[src/rtl/alu_pkg.sv]
// Shared opcode definitions for the four-bit ALU execute stage.
package alu_pkg;

   localparam int unsigned OPCODE_W = 3;

   typedef enum logic [OPCODE_W-1:0] {
      OP_ADD = 3'b000,
      OP_SUB = 3'b001,
      OP_AND = 3'b010,
      OP_OR  = 3'b011,
      OP_XOR = 3'b100,
      OP_NOT = 3'b101,
      OP_SHL = 3'b110,
      OP_SHR = 3'b111
   } alu_op_e;

endpackage

[src/rtl/alu_four_bit_core.sv]
// Combinational ALU datapath: result and flags for one operation.
module alu_four_bit_core
   import alu_pkg::*;
#(
   parameter int unsigned WIDTH = 4
) (
   input  logic [WIDTH-1:0]    A,
   input  logic [WIDTH-1:0]    B,
   input  logic [OPCODE_W-1:0] opcode,
   output logic [WIDTH-1:0]    next_result,
   output logic                next_cf,
   output logic                next_zf,
   output logic                next_pf
);

   logic [WIDTH:0] sum;
   logic [WIDTH:0] diff;

   // Zero-extended operands: the extra MSB is the unsigned carry, or the borrow on subtract.
   assign sum  = {1'b0, A} + {1'b0, B};
   assign diff = {1'b0, A} - {1'b0, B};

   always_comb begin
      next_result = '0;
      next_cf     = 1'b0;
      unique case (alu_op_e'(opcode))
         OP_ADD: begin
            next_result = sum[WIDTH-1:0];
            next_cf     = sum[WIDTH];
         end
         OP_SUB: begin
            next_result = diff[WIDTH-1:0];
            next_cf     = diff[WIDTH];
         end
         OP_AND: next_result = A & B;
         OP_OR:  next_result = A | B;
         OP_XOR: next_result = A ^ B;
         OP_NOT: next_result = ~A;
         OP_SHL: begin
            next_result = {A[WIDTH-2:0], 1'b0};
            next_cf     = A[WIDTH-1];
         end
         OP_SHR: begin
            next_result = {1'b0, A[WIDTH-1:1]};
            next_cf     = A[0];
         end
         default: begin
            next_result = '0;
            next_cf     = 1'b0;
         end
      endcase
   end

   assign next_zf = (next_result == '0);
   assign next_pf = ~^next_result;

endmodule

[src/rtl/alu_four_bit.sv]
// Registered ALU execute stage: one-cycle latency, result and flags share one edge.
module alu_four_bit
   import alu_pkg::*;
#(
   parameter int unsigned WIDTH = 4
) (
   input  logic                clk,
   input  logic                rst_n,
   input  logic [WIDTH-1:0]    A,
   input  logic [WIDTH-1:0]    B,
   input  logic [OPCODE_W-1:0] opcode,
   output logic [WIDTH-1:0]    Result,
   output logic                ZF,
   output logic                CF,
   output logic                PF
);

   logic [WIDTH-1:0] next_result;
   logic             next_cf;
   logic             next_zf;
   logic             next_pf;

   alu_four_bit_core #(
      .WIDTH(WIDTH)
   ) u_core (
      .A           (A),
      .B           (B),
      .opcode      (opcode),
      .next_result (next_result),
      .next_cf     (next_cf),
      .next_zf     (next_zf),
      .next_pf     (next_pf)
   );

   always_ff @(posedge clk) begin
      if (!rst_n) begin
         Result <= '0;
         ZF     <= 1'b0;
         CF     <= 1'b0;
         PF     <= 1'b0;
      end else begin
         Result <= next_result;
         ZF     <= next_zf;
         CF     <= next_cf;
         PF     <= next_pf;
      end
   end

endmodule

[config.mk]
export PLATFORM = sky130hd
export DESIGN_NAME = alu_four_bit
export DESIGN_NICKNAME = d
export VERILOG_FILES = /design/src/rtl/alu_pkg.sv /design/src/rtl/alu_four_bit_core.sv /design/src/rtl/alu_four_bit.sv
export SDC_FILE = /design/constraint.sdc
export NUM_CORES = 1
export LEC_CHECK = 0
export ABC_AREA = 1
export BUFFER_PORTS_ARGS = -buffer_cell sky130_fd_sc_hd__clkbuf_2
export CAP_MARGIN = 20
export CORE_MARGIN = 1
export CORE_UTILIZATION = 57
export DETAILED_ROUTE_END_ITERATION = 10
export HOLD_SLACK_MARGIN = 0.05
export PLACE_DENSITY = 0.82
export SYNTH_ARGS = -nofsm -noshare
export SYNTH_HDL_FRONTEND = slang
export SYNTH_HIERARCHICAL = 1
export SYNTH_SLANG_ARGS = --single-unit
[constraint.sdc]
create_clock -name clk -period 4.3 [get_ports clk]
set_input_delay 0.215 -clock clk [delete_from_list [all_inputs] [get_ports clk]]
set_output_delay 0.215 -clock clk [all_outputs]
set_load 0.03 [all_outputs]
==> metrics.md <==
| Metric | Value |
|---|---|
| Routed Antenna Nets | `0` |
| Sinks on Clock Net | `7` |
| Hold buffer count at cts | `0` |
| Post-Route WL | `2.43 mm` |
| Share of layout cells above drive strength 1 | `13.0%` |
| Hold crit path type | `in -> reg` |
| Syn_nets | `185` |
| First-pass GRT wire length | `4.04 mm` |
| RSZ-0062 raised after global routing | `no` |
| DR pass1 iterations | `4` |
| Setup TNS | `0 ps` |
| Post-Syn Area | `926 um2` |
| Worst path cell trace | `clkbuf_2 > inv_1 > ha_1 > fa_1 > nand2_1 > inv_1 > nor3_1 > nor2_1 > nand2_1 > nor2_1 > ha_1 > xnor2_1 > nand2_1 > inv_1` |
| Fillcell total | `139` |
| I/O pin count | `20` |
| TritonCTS buffer count | `3` |
| Max-cap violations | `0` |
| Core area | `1510 um2` |
| Via count of the first global-routing pass | `945` |
| Die area | `1790 um2` |
| Worst path slowest cell | `fa_1` |
| Worst Tran Pin Value | `524 ps` |
| Postcts setup bufs | `0` |
| Detailed Route Iter0 Violations | `61` |
| Slew Limit Headroom | `64.8%` |
| Layout Nets | `207` |
| Ys Warns | `6` |
| Layout Cells excl Fill | `193` |
| Minimum clock period | `1870 ps` |
| Reg clk slew, reported paths | `60 ps` |
| Initial antenna violation count | `0` |
| Crit path depth | `14` |
| Die Wd | `42.3 um` |
| Post-layout util | `69.9%` |
| Largest net degree at the start of global routing | `12` |
| Highest clock rate | `535 MHz` |
| Number of diodes | `0` |
| Die Span Y | `42.3 um` |
| # rows | `14` |
| Slew Limit Fails | `0` |
| Commonest non-fill, non-tap cell in the layout | `nand2_1` |
| Drt via density | `5.41` |
| Final GP Congestion | `1.02` |
| CP peak stage delay | `380 ps` |
| Total grt overflow | `0` |
| H-tree levels | `1` |
| Outcome | `finished clean` |
| Total power | `0.251 mW` |
| Dpl cell area | `1030 um2` |
| IO Port Bufs | `19` |
| Clk buf depth | `2` |
| Static Leak | `0.675 nW` |
| Startpoint types | `primary input` |
| Crit end category | `flop` |
| Crit-path max FO | `4` |
| Seq cells post-synth | `7` |
| CP top delay family | `adder cells` |
| Post-synthesis sequential area ratio | `15.1%` |
| Crit path DAT | `2020 ps` |
| Worst Path Buf+Inv | `4` |
| Wire length per cell | `12.6 um` |
| Gate Count Post-Synth | `156` |
| Routed vias | `1045` |
| WP data required | `4450 ps` |
| Final hold vios | `0` |
| Crit path from | `A[0]` |
| TritonCTS clock tree | `built` |
| Unique masters post-synth | `15` |
| Final setup viols | `0` |
| Worst setup path endpoint | `PF` |
| Mean area per synthesized cell | `5.94 um2` |
| Synth-to-layout area growth | `13.6%` |
| Pwr dens | `238 nW/um2` |
| Tcrit/Tclk final | `43.5%` |
| CTS-repair resized insts | `0` |
| Root buffer cell | `clkbuf_4` |
| Placed insts | `189` |
| VDD IR max | `0.199 mV` |
| GR Util All Layers | `29.6%` |
| DP HPWL | `1.96 mm` |
| Critical Setup Path Class | `in -> reg` |
| Initial core utilization | `61.5%` |
| DRC Markers | `0` |
| Fin area | `1050 um2` |
| Most frequent cells in the layout | `nand2_1, inv_1, clkbuf_2, nor2_1, nand3_1` |
[stage by stage]
| stage | hold WS (ps) | setup slack [ps] |
|---|---|---|
| after floorplan | 308 | 2430 |
| after global placement | 495 | 2220 |
| after detailed placement | 509 | 2190 |
| after CTS | 248 | 2450 |
| after global routing | 264 | 2310 |
| final | 248 | 2430 |
[kinds of logic after synthesis]
group / synth area share, %
AND/OR/NAND/NOR: 38.1
buffers and inverters: 15.4
adder cells (fa/ha/maj): 23.2
AO/OA/AOI/OAI: 7.16
flip-flops: 15.1
XOR/XNOR: 0.946
[cell type report]
class / count / area (um2) / share of cell area [%]
multi-input cells: 113 / 643 / 61.1
flip-flops and latches: 7 / 140 / 13.3
inverters: 34 / 128 / 12.1
repair buffers: 19 / 95.1 / 9.04
clock buffers: 4 / 26.3 / 2.50
well taps: 16 / 20.0 / 1.90
[synthesized netlist by cell type]
library cell	instances	share of area, %
fa_1	2	4.3
nor3_1	2	1.1
xnor2_1	1	0.95
buf_4	2	1.6
a21oi_1	3	1.6
nor2_1	18	7.3
ha_1	14	19
nand4_1	6	4.1
nor2_2	1	0.68
dfxtp_1	7	15
inv_1	34	14
o21ai_0	9	4.9
nand2_1	39	16
o22ai_1	1	0.68
nand3_1	17	9.2
[power breakdown]
group	total (mW)	switching, mW	internal (mW)
logic	0.116	0.0762	0.0395
registers	0.0750	0.00213	0.0729
clock network	0.0599	0.0245	0.0354
[per-layer routing]
layer  wire [um]  vias up  global-route usage, %  part of all wire [%]
met2        1140       59                   48.6                    47
met4          33        0                   8.13                   1.4
li1            -      530                      -                     -
met3         261        4                   7.76                    11
met5           0        -                      0                     0
met1         997      452                   38.1                    41
[tightest hold or removal path, stage by stage]
cell	delay, ps
clkbuf_2	140
nand2_1	70
inv_1	30
[sequential cells by signal, summed over array words and instances, names as in the netlist]
register and cells:
CF 1, PF 1, Result 4, ZF 1
[how the worst min path moves through the flow]
stage,start,end,slack [ps],depth (start not counted)
floorplan,rst_n,CF,310,2
global placement,rst_n,ZF,500,3
detailed placement,rst_n,Result[3],510,3
CTS,rst_n,Result[0],250,3
global route,rst_n,Result[1],260,3
finish,rst_n,Result[0],250,3
Power figures use the tool's default switching activity.
